`src/rtl/sprite_pkg.sv`:
```
// Shared screen geometry, FSM encoding and the axis clamp helper for sprite_motion_ctrl.
package sprite_pkg;

  localparam int SCREEN_W = 1280;
  localparam int SCREEN_H = 720;

  typedef enum logic [1:0] {
    S_IDLE,
    S_STEP,
    S_CLAMP,
    S_COMMIT
  } state_t;

  typedef struct packed {
    logic [11:0] val;
    logic        hit;
  } clamp_t;

  // Limits a signed coordinate to [0, hi]; hit flags that a limit was applied.
  function automatic clamp_t clamp_axis(input logic signed [11:0] v,
                                        input logic signed [11:0] hi);
    clamp_t r;
    r.hit = 1'b1;
    if (v < 0)       r.val = '0;
    else if (v > hi) r.val = hi;
    else begin
      r.val = v;
      r.hit = 1'b0;
    end
    return r;
  endfunction

endpackage

```
`src/rtl/vblank_detect.sv`:
```
// Registered frame-edge detector: pulses one cycle after the raster reaches (0, SCREEN_H).
module vblank_detect
  import sprite_pkg::*;
(
  input  logic        pixel_clk_in,
  input  logic        rst_in,
  input  logic [10:0] hcount_in,
  input  logic [9:0]  vcount_in,
  output logic        edge_out
);

  always_ff @(posedge pixel_clk_in or posedge rst_in) begin
    if (rst_in) edge_out <= 1'b0;
    else        edge_out <= (hcount_in == 11'd0) && (vcount_in == 10'(SCREEN_H));
  end

endmodule

```
`src/rtl/sprite_motion_ctrl.sv`:
```
// Per-frame sprite position update: velocity step, screen clamp, tear-free commit in vblank.
// Define SPRITE_BOUNCE_EN to reflect (negate) a clamped velocity component instead of zeroing it.
module sprite_motion_ctrl
  import sprite_pkg::*;
#(
  parameter int WIDTH  = 256,
  parameter int HEIGHT = 256,
  parameter int X_INIT = 0,
  parameter int Y_INIT = 0
) (
  input  logic        pixel_clk_in,
  input  logic        rst_in,
  input  logic [10:0] hcount_in,
  input  logic [9:0]  vcount_in,
  input  logic        req_valid_in,
  output logic        req_ready_out,
  input  logic [10:0] req_x_in,
  input  logic [9:0]  req_y_in,
  input  logic        vel_valid_in,
  input  logic [3:0]  vel_dx_in,
  input  logic [3:0]  vel_dy_in,
  output logic [10:0] x_out,
  output logic [9:0]  y_out,
  output logic        frame_update_out
);

  localparam logic signed [11:0] X_MAX = 12'(SCREEN_W - WIDTH);
  localparam logic signed [11:0] Y_MAX = 12'(SCREEN_H - HEIGHT);

  state_t             state;
  logic               frame_edge;
  logic signed [3:0]  dx, dy;
  logic               pending, ready_q;
  logic [10:0]        px;
  logic [9:0]         py;
  logic signed [11:0] cand_x, cand_y;
  clamp_t             cx, cy, req_cx, req_cy;

  vblank_detect u_vblank (
    .pixel_clk_in (pixel_clk_in),
    .rst_in       (rst_in),
    .hcount_in    (hcount_in),
    .vcount_in    (vcount_in),
    .edge_out     (frame_edge)
  );

  assign req_ready_out = ready_q & ~pending;
  assign req_cx = clamp_axis({1'b0, px}, X_MAX);
  assign req_cy = clamp_axis({2'b0, py}, Y_MAX);

  always_ff @(posedge pixel_clk_in or posedge rst_in) begin
    if (rst_in) begin
      state            <= S_IDLE;
      x_out            <= 11'(X_INIT);
      y_out            <= 10'(Y_INIT);
      dx               <= '0;
      dy               <= '0;
      pending          <= 1'b0;
      ready_q          <= 1'b0;
      px               <= '0;
      py               <= '0;
      cand_x           <= '0;
      cand_y           <= '0;
      cx               <= '0;
      cy               <= '0;
      frame_update_out <= 1'b0;
    end else begin
      ready_q          <= 1'b1;
      frame_update_out <= 1'b0;
      case (state)
        S_IDLE: if (frame_edge) state <= S_STEP;
        S_STEP: begin
          cand_x <= $signed({1'b0, x_out}) + {{8{dx[3]}}, dx};
          cand_y <= $signed({2'b0, y_out}) + {{8{dy[3]}}, dy};
          state  <= S_CLAMP;
        end
        S_CLAMP: begin
          cx    <= clamp_axis(cand_x, X_MAX);
          cy    <= clamp_axis(cand_y, Y_MAX);
          state <= S_COMMIT;
        end
        S_COMMIT: begin
          frame_update_out <= 1'b1;
          state            <= S_IDLE;
          if (pending) begin
            // An absolute request replaces this frame's step and leaves velocity alone.
            x_out   <= req_cx.val[10:0];
            y_out   <= req_cy.val[9:0];
            pending <= 1'b0;
          end else begin
            x_out <= cx.val[10:0];
            y_out <= cy.val[9:0];
`ifdef SPRITE_BOUNCE_EN
            if (cx.hit) dx <= -dx;
            if (cy.hit) dy <= -dy;
`else
            if (cx.hit) dx <= '0;
            if (cy.hit) dy <= '0;
`endif
          end
        end
        default: state <= S_IDLE;
      endcase
      // Accept after the commit clear so a request landing in COMMIT waits a frame.
      if (req_valid_in && req_ready_out) begin
        pending <= 1'b1;
        px      <= req_x_in;
        py      <= req_y_in;
      end
      // A host velocity write takes priority over a same-cycle bounce/zero.
      if (vel_valid_in) begin
        dx <= vel_dx_in;
        dy <= vel_dy_in;
      end
    end
  end

endmodule

```
`config.mk`:
```
export PLATFORM = sky130hd
export DESIGN_NAME = sprite_motion_ctrl
export DESIGN_NICKNAME = d
export VERILOG_FILES = /design/src/rtl/sprite_pkg.sv /design/src/rtl/vblank_detect.sv /design/src/rtl/sprite_motion_ctrl.sv
export SDC_FILE = /design/constraint.sdc
export NUM_CORES = 1
export LEC_CHECK = 0
export ABC_AREA = 1
export CORE_AREA = 10 10 112 114
export CTS_CLUSTER_SIZE = 20
export DETAILED_ROUTE_END_ITERATION = 8
export DIE_AREA = 0 0 122 124
export PLACE_DENSITY = 0.79
export SYNTH_ARGS = -nofsm -noshare
export SYNTH_HDL_FRONTEND = slang
export SYNTH_SLANG_ARGS = --single-unit
```
`constraint.sdc`:
```
create_clock -name pixel_clk_in -period 4.25 [get_ports pixel_clk_in]
set_clock_uncertainty 0.1 [all_clocks]
set_input_delay 0.425 -clock pixel_clk_in [delete_from_list [all_inputs] [get_ports pixel_clk_in]]
set_output_delay 0.425 -clock pixel_clk_in [all_outputs]
set_load 0.01 [all_outputs]
```
; ---- Yosys cells after proc, flatten, opt, wreduce, memory -nomap -nowiden
; Index checks and enable logic that the tools add are counted.
[classes]
addsub = 2
multipliers = 0
div_mod_pow = 0
magnitude_cmp = 6
n_eq_ne = 6
shift = 0
n_mux = 25
bitwise = 2
reduce_logical = 10
[ops]
columns = operator, n
row1 = 2-to-1 mux 11 bit, 4
row2 = 2-to-1 mux 10 bit, 4
row3 = 2-to-1 mux 4 bit, 8
row4 = "less-than comparator 12 x 1 -> 1 bit, second input constant", 2
row5 = adder 11 x 12 -> 12 bit, 1
row6 = adder 11 x 4 -> 12 bit, 1
row7 = "greater-than comparator 12 x 10 -> 1 bit, second input constant", 1
row8 = "greater-than comparator 12 bit, second input constant", 1
row9 = "greater-than comparator 11 bit, second input constant", 1
row10 = zero test 11 bit, 1
row11 = "equality test 10 bit, second input constant", 1
row12 = "greater-than comparator 10 x 9 -> 1 bit, second input constant", 1
row13 = one-hot mux 2 bit (4 select lines), 1
row14 = nonzero test 2 bit, 4
row15 = 2-to-1 mux 1 bit, 7
row16 = AND reduction 3 bit, 2
row17 = "equality test 2 bit, second input constant", 2
row18 = "equality test 2 x 1 -> 1 bit, second input constant", 1
row19 = logical AND 1 bit, 2
row20 = zero test 2 bit, 1
row21 = 2-to-1 mux 2 bit, 1
row22 = "inequality test 2 x 1 -> 1 bit, second input constant", 1
row23 = "inequality test 2 bit, second input constant", 1
row24 = AND 1 bit, 1
row25 = NOT 1 bit, 1
[totals]
register_bits = 103
latchBits = 0
ramBits = 0
mem_bits_ro = 0
inputBits = 54
out_inout_bits = 23
word_cells = 68
mem_count = 0

; ---- Logic depth before layout (Yosys ltp)
; Gate-level depths: netlist (run 1).
[depth]
word_depth = 4
depth_mapped = 10

; ---- Hierarchy
; From an unflattened synthesis (run 1), not the netlist that was laid out.
[hier_totals]
hier_cells = 700
hier_area_um2 = 5615.4
[modules_own_cells]
columns = module, instances, cells_each, area_each_um2, seq_area_each_um2
row1 = sprite_motion_ctrl, 1, 677, 5497.8, 2552.4
row2 = vblank_detect, 1, 23, 117.6, 25.0

; ---- Least setup slack after synthesis (run 1)
; OpenSTA, ideal clock, no wires.
[synth_path]
path_type = register to register
from = reg x_out[0]
to = reg cand_x[4]
setup_ps = 128
t_arrival_ps = 1505
required_ps = 4022
path_slack_ps = 2517
stages_incl_launch_ff = 8
path_buffers = 0
synth_period_minus_slack_ps = 1733
cell_sequence = dfrtp_1 > ha_1 > fa_1 > nand2_1 > nand3_1 > nand2_1 > xor2_1 > o21ai_0
[synth_between]
elab_chain_cells = 1
[synth_lines]
columns = element, line_no
row1 = "start, declared", sprite_motion_ctrl.sv:22  ; output logic [10:0] x_out,
row2 = "start signal, assigned", sprite_motion_ctrl.sv:54  ; x_out <= 11'(X_INIT);
row3 = "start signal, assigned", sprite_motion_ctrl.sv:87  ; x_out <= req_cx.val[10:0];
row4 = "start signal, assigned", sprite_motion_ctrl.sv:91  ; x_out <= cx.val[10:0];
row5 = adder 11 x 12 -> 12 bit, sprite_motion_ctrl.sv:73  ; cand_x <= $signed({1'b0, x_out}) + {{8{dx[3]}}, dx};
row6 = "end signal, assigned", sprite_motion_ctrl.sv:73
row7 = "end, declared", sprite_motion_ctrl.sv:36  ; logic signed [11:0] cand_x, cand_y;
; No other way between the ends.
; A chain may end at the register's enable or synchronous reset.

; ---- Worst setup path after layout (run 1)
[layout_path]
from = reg state[0]
to = reg cx[6] (netlist name)
[layout_between]
elab_chain_cells = 1
[layout_lines]
columns = element, line_no
row1 = "start, declared", sprite_motion_ctrl.sv:30  ; state_t state;
row2 = "start signal, assigned", sprite_motion_ctrl.sv:53  ; state <= S_IDLE;
row3 = "start signal, assigned", sprite_motion_ctrl.sv:71  ; S_IDLE: if (frame_edge) state <= S_STEP;
row4 = "start signal, assigned", sprite_motion_ctrl.sv:75  ; state <= S_CLAMP;
row5 = equality test 2 bit, sprite_motion_ctrl.sv:70  ; case (state)
row6 = "end signal, assigned", sprite_motion_ctrl.sv:78  ; cx <= clamp_axis(cand_x, X_MAX);
row7 = "end, declared", sprite_motion_ctrl.sv:37  ; clamp_t cx, cy, req_cx, req_cy;
; No other way between the ends.

==> flow_summary_export.csv, run 1 <==
group,metric,value,unit
clock_tree,cts_setup_buffers,0,
sta,setup_tns,0,ns
sta,drv_slew,0,
global_route,grt_pass1_wl,23900,µm
route,met1_length,5910,µm
power_and_ir_drop,comb_power_share,0.448,
synthesis,synth_top_area_share,0.461,
placement,place_congestion,0.891,
route,vias_per_cell,5.33,
route,wl_met3,856,µm
route,route.met2.wl,7310,µm
final_layout,nFillCells,850,
power_and_ir_drop,clkPwrFrac,0.162,
route,drc,0,
sta,rsz0062_at_grt,"no",
synthesis,yosysTopAreaCell,"dfrtp_1",
clock_tree,clk_path_buf_depth,2,
synthesis,synthesis.nets,771,
setup_path,worst-path-buf-inv,2,
sta,setup_viol,0,
placement,dp_hpwl,10900,µm
clock_tree,cts_resized,0,
clock_tree,cts_root_buf,"clkbuf_8",
clock_tree,htreeDepth,3,
setup_path,max_stage_delay,0.64,ns
global_route,antenna_found_initial,0,
die,die_x,122,µm
synthesis,netlist_instances,688,
die,die-area,15100,µm²
die,core,10200,µm²
power_and_ir_drop,p_leak,3.35,nW
setup_path,path_class,"reg2reg",
sta,hold_viol_final,0,
synthesis,yosysSeqAreaShare,0.461,
setup_path,worst_setup_path_end_kind,"flop",
hold_path,hp-class,"reg2reg",
route,num_vias,4792,
global_route,first_global_vias,4956,
sta,timing.slew.headroom,0.288,
final_layout,syn_to_final_growth,19.7,%
setup_path,crit_fanout,14,
setup_path,crit_required,4.44,ns
global_route,overflow,0,
clock_tree,clock-sinks,103,
setup_path,critPathTopFamily,"simple AND/OR/NAND/NOR gates",
setup_path,critical_path.startpoint_type,"flop",
power_and_ir_drop,power_density,690,nW/µm²
synthesis,syn_avg_cell_area,8.13,µm²
route,drt_iter0_markers,293,
setup_path,cpMaxStageDelayCell,"nor2_1",
setup_path,crit_chain,"inv_1, ha_1, inv_1, nor2_1, nand3_1, o21ai_0",
final_layout,num_antenna_cells,0,
die,fp.dieH,124,µm
synthesis,synth_commonest_cells,"nand2_1 (198), dfrtp_1 (103), inv_1 (77), nor2_1 (65), nand3_1 (54)",
clock_tree,holdBufCountCts,0,
global_route,grtUsageTotal,0.197,
die,initial_core_util,0.547,
setup_path,worstPathArrival,2.66,ns
power_and_ir_drop,swShare,0.420,
synthesis,synthTopCellsByArea,"dfrtp_1 (46%), nand2_1 (13%), ha_1 (6.0%)",
setup_path,cpMostUsedCell,"inv_1",
clock_tree,clk_pin_slew_worst_paths,0.09,ns
global_route,grt_max_degree,83,
synthesis,synth_cell_types,35,
synthesis,synthArstFlopShare,1.00,
synthesis,synth_edf_count,0,
power_and_ir_drop,power.switching,1.94,mW
power_and_ir_drop,peakVddDrop,422,µV
run,cap_violations,0,
synthesis,yosysMostFrequentCell,"nand2_1",
setup_path,reg2reg_slack,1.78,ns
sta,tightest_slew,1.06,ns
die,ios,77,
die,fp-row-count,37,
synthesis,yosys_warnings,0,
route,ant_nets,0,
placement,post_dp_cell_area,6450,µm²
final_layout,final_area,6700,µm²
route,top_layer_used,"met4",
sta,timing.fmax,405,MHz
placement,portBuffers,76,
final_layout,drive_gt1_frac,0.0524,
clock_tree,cts_made_buffers,9,
synthesis,ys_ff_latch,103,
sta,fin_crit_sh,0.581,
power_and_ir_drop,seqPwrFrac,0.390,
synthesis,syn-cell-area,5590,µm²
route,first_pass_iters,5,
synthesis,synthFlopType,"dfrtp_1",
power_and_ir_drop,power.internal,2.68,mW
route,wl,14300,µm
sta,period_needed,2.47,ns
outcome,outcome,"finished clean",
clock_tree,clock_latency,0.38,ns
clock_tree,cts_tree,"built",
final_layout,layout.nets,842,
route,wire_per_inst,15.9,µm
[registers in the layout, indices dropped and copies added (netlist names), 10 cells and up]
register  cells
cand_x       12
y_out        10
py           10
cy           11
cand_y       12
x_out        11
px           11
cx           12
[path summary, 6_finish.rpt]
path | from | endpoint | cells past startpoint
min in group asynchronous | rst_in | x_out[6]$_DFFE_PP0P_ | 2
min reg2reg | cy[8]$_DFFE_PP0P_ | cy[8]$_DFFE_PP0P_ | 2
max reg2reg | state[0]$_DFFE_PP0P_ | cx[6]$_DFFE_PP0P_ | 6
min | cy[8]$_DFFE_PP0P_ | cy[8]$_DFFE_PP0P_ | 2
max in group asynchronous | rst_in | px[5]$_DFFE_PP0P_ | 3
max | state[0]$_DFFE_PP0P_ | cx[6]$_DFFE_PP0P_ | 6
[tightest hold or removal path: stages (launching register included)]
cell	delay [ns]
dfrtp_1	0.36
nand2_1	0.06
nand2_1	0.06
[power by group through the flow]
stage	registers [mW]	logic, mW	clock network (mW)
after floorplan	1.68	1.49	0
after global placement	1.80	1.99	0
after detailed placement	1.82	2.06	0
after CTS	1.80	2.08	0.757
after global routing	1.85	2.38	0.795
final	1.80	2.07	0.747
[metal layers]
layer / vias to the layer above / GRT usage
met5: - / 0
met1: 2277 / 0.226
met4: 0 / 0.0589
met2: 123 / 0.346
met3: 17 / 0.0593
li1: 2375 / -
[cells by family (layout without fill, tap and decap cells)]
kind of cell | count (synthesis) | in the layout | synth area share
flip-flops | 103 | 103 | 0.461
AND/OR/NAND/NOR | 346 | 346 | 0.261
multiplexers | 18 | 18 | 0.0450
other | 1 | 1 | 0.000670
buffers and inverters | 98 | 173 | 0.0707
XOR/XNOR | 4 | 4 | 0.00626
adder cells (fa/ha/maj) | 29 | 29 | 0.0675
AO/OA/AOI/OAI | 89 | 89 | 0.0879
[placed cells by master (no fill, tap or decap), drive strengths merged]
| master | n |
|---|---|
| nand2 | 199 |
| o31ai | 2 |
| inv | 78 |
| ha | 27 |
| a22o | 1 |
| bufinv | 3 |
| conb | 1 |
| nor3 | 1 |
| o22ai | 2 |
| o21a | 1 |
| o21ai | 44 |
| mux2 | 18 |
| a22oi | 1 |
| clkinv | 1 |
| and3 | 1 |
| nor2 | 66 |
| dfrtp | 103 |
| clkdlybuf4s50 | 76 |
| buf | 3 |
| fa | 2 |
| o211ai | 9 |
| nand4 | 17 |
| o21bai | 1 |
| nand3b | 4 |
| a31oi | 1 |
| nor4 | 4 |
| nand3 | 54 |
| a21oi | 27 |
| clkbuf | 12 |
| xor2 | 4 |
[stage by stage]
stage                util  std cells  power (mW)  setup WS, ns  hold WS (ns)
floorplan               -        688        3.16          1.02         0.346
global placement    0.631        884        3.79          2.10         0.367
detailed placement  0.631        884        3.88          1.85         0.379
CTS                 0.655        899        4.64          1.81         0.401
global route        0.655        899        5.02          1.57         0.415
finish              0.655        899        4.62          1.78         0.399
[cell type report]
class | instances | area, µm² | area share
Sequential cell | 103 | 2580 | 0.385
Tap cell | 136 | 170 | 0.0254
Inverter | 79 | 299 | 0.0447
Multi-Input combinational cell | 487 | 2620 | 0.391
Clock inverter | 3 | 90.1 | 0.0135
Timing Repair Buffer | 79 | 783 | 0.117
Clock buffer | 12 | 155 | 0.0232
(Power assumes the default switching activity.)
==> run 2: changes to the inputs <==
clock period = 2.4 ns   (was 4.25 ns; I/O delays follow)
==> run 2 against run 1 <==
  * Count of clock-buffer cells in the layout is 2 lower
  * Register-to-register slack worse by 1.4 ns
  * Worst setup slack got worse by 1.5 ns
  * Total power up 73%
  * Sequential power rose by 74%
  * Wire length down 0.20%
  * Final cell count increased by 0.78%
  * Largest cell class unchanged
==> flow_summary_export.csv, run 2 (same netlist as run 1, synthesis figures left out) <==
group,metric,value,unit
outcome,outcome,"finished clean",
final_layout,final_common_cell,"nand2_1",
route,wire_per_inst,15.8,µm
route,first_pass_iters,5,
clock_tree,cts_tree,"built",
route,ant_nets,0,
setup_path,worstPathArrival,1.75,ns
clock_tree,clk_path_buf_depth,2,
die,fp-row-count,37,
sta,tightest_slew,0.791,ns
clock_tree,cts_resized,0,
final_layout,final_cells,906,
setup_path,worst_setup_path_end_kind,"primary output",
route,wl_met3,909,µm
die,initial_core_util,0.547,
route,route.met2.wl,7220,µm
power_and_ir_drop,peakVddDrop,658,µV
placement,pre_cts_ws,0.440,ns
hold_path,hp-class,"in2async",
clock_tree,clock-sinks,103,
global_route,grtUsageTotal,0.195,
route,top_layer_used,"met4",
clock_tree,clk_pin_slew_worst_paths,0.10,ns
sta,timing.fmax,477,MHz
die,die_x,122,µm
setup_path,max_stage_delay,0.61,ns
clock_tree,cts_setup_buffers,0,
global_route,grt_pass1_wl,23700,µm
setup_path,critical_path.startpoint_type,"flop",
clock_tree,htreeDepth,3,
die,fp.dieH,124,µm
setup_path,cpMaxStageDelayCell,"dfrtp_1",
clock_tree,holdBufCountCts,0,
route,wl,14300,µm
final_layout,num_antenna_cells,0,
die,core,10200,µm²
die,die-area,15100,µm²
global_route,first_global_vias,4871,
sta,drv_slew,0,
power_and_ir_drop,p_leak,3.35,nW
placement,place_congestion,0.967,
placement,post_dp_cell_area,6510,µm²
run,cap_violations,0,
clock_tree,cts_root_buf,"clkbuf_8",
sta,period_needed,2.09,ns
setup_path,crit_required,2.06,ns
clock_tree,cts_made_buffers,9,
route,drc,0,
setup_path,crit_chain,"nor2_8, clkdlybuf4s50_1",
sta,hold_viol_final,0,
sta,rsz0062_at_grt,"no",
global_route,antenna_found_initial,0,
sta,setup_tns,0,ns
route,drt_iter0_markers,469,
setup_path,path_class,"reg2out",
final_layout,regArea,2580,µm²
sta,timing.hold.ws,0.258,ns
final_layout,syn_to_final_growth,19.9,%
setup_path,crit_fanout,15,
sta,setup_viol,0,
final_layout,multiInputGateArea,2620,µm²
clock_tree,clock_latency,0.38,ns
global_route,overflow,0,
final_layout,final_area,6710,µm²
final_layout,nFillCells,889,
global_route,grt_max_degree,104,
sta,setup_ws,0.305,ns
sta,timing.slew.headroom,0.472,
route,vias_per_cell,5.38,
sta,fin_crit_sh,0.873,
final_layout,drive_gt1_frac,0.0610,
final_layout,reg_top3,"cand_x x12, cand_y x12, cx x12",
power_and_ir_drop,power_density,1200,nW/µm²
die,ios,77,
final_layout,final_cell_mix,"nand2_1 (198), dfrtp_1 (103), inv_1 (76), clkdlybuf4s50_1 (76), nor2_1 (65)",
route,num_vias,4873,
route,met1_length,5920,µm
placement,portBuffers,76,
placement,place_inst,890,
placement,dp_hpwl,10800,µm
final_layout,layout.nets,848,
[run 2: cell types whose count changed in the layout (fill, tap and decap cells not counted), moves of 2 or more]
cell | previous run | this run
clkbuf_8 | 11 | 9
buf_4 | 3 | 8
bufinv_16 | 3 | 1
inv_6 | 0 | 2
clkinvlp_4 | 0 | 2
[run 2: layout make-up]
type,count,share of cell area
timing repair buffer,85,0.125
sequential,103,0.384
clock inverter,6,0.0103
inverter,79,0.0448
tap,136,0.0254
clock buffer,10,0.0190
multi-input combinational,487,0.391
[run 2: routing by layer]
metal	GRT usage	vias up
li1	-	2396
met1	0.231	2333
met2	0.345	125
met3	0.0516	19
met4	0.0484	0
met5	0	-
[run 2: worst paths after layout]
check,from,end,slack [ns],cells past startpoint
min in group pixel_clk_in,vel_dy_in[0],dy[0]$_DFFE_PP0P_,0.30,3
setup reg to reg,x_out[0]$_DFFE_PP0P_,cand_x[8]$_DFFE_PP0N_,0.41,8
max in group asynchronous,rst_in,cand_y[0]$_DFFE_PP0N_,1.54,3
hold / removal,rst_in,x_out[7]$_DFFE_PP0P_,0.26,3
setup / recovery,pending$_DFFE_PP0P_,req_ready_out,0.31,2
hold reg to reg,cy[8]$_DFFE_PP0P_,cy[8]$_DFFE_PP0P_,0.40,2
[run 2: report_power, final]
group          switching (mW)  leakage [nW]  internal [mW]
registers               0.667          1.28           2.47
clock network           0.627        0.0973          0.491
logic                    2.18          1.98           1.58
total                    3.47          3.35           4.54
[run 2: critical path: cells and delay by family, from the launching register on]
family | cells | cell delay (ns)
buf+inv | 1 | 0.55
flops | 1 | 0.61
simple gates | 1 | 0.21
[run 2: per-stage QoR]
step                      utilization  total power [mW]
after floorplan                     -              5.60
after global placement          0.636              6.77
after detailed placement        0.636              6.90
after CTS                       0.655              8.04
after global routing            0.655              8.72
final                           0.655              8.02
==> run 3: changes to the inputs <==
SLEW_MARGIN = 30   (was default)
==> results of run 3 <==
No change in the layout: final DEF, timing and power equal those of run 2.
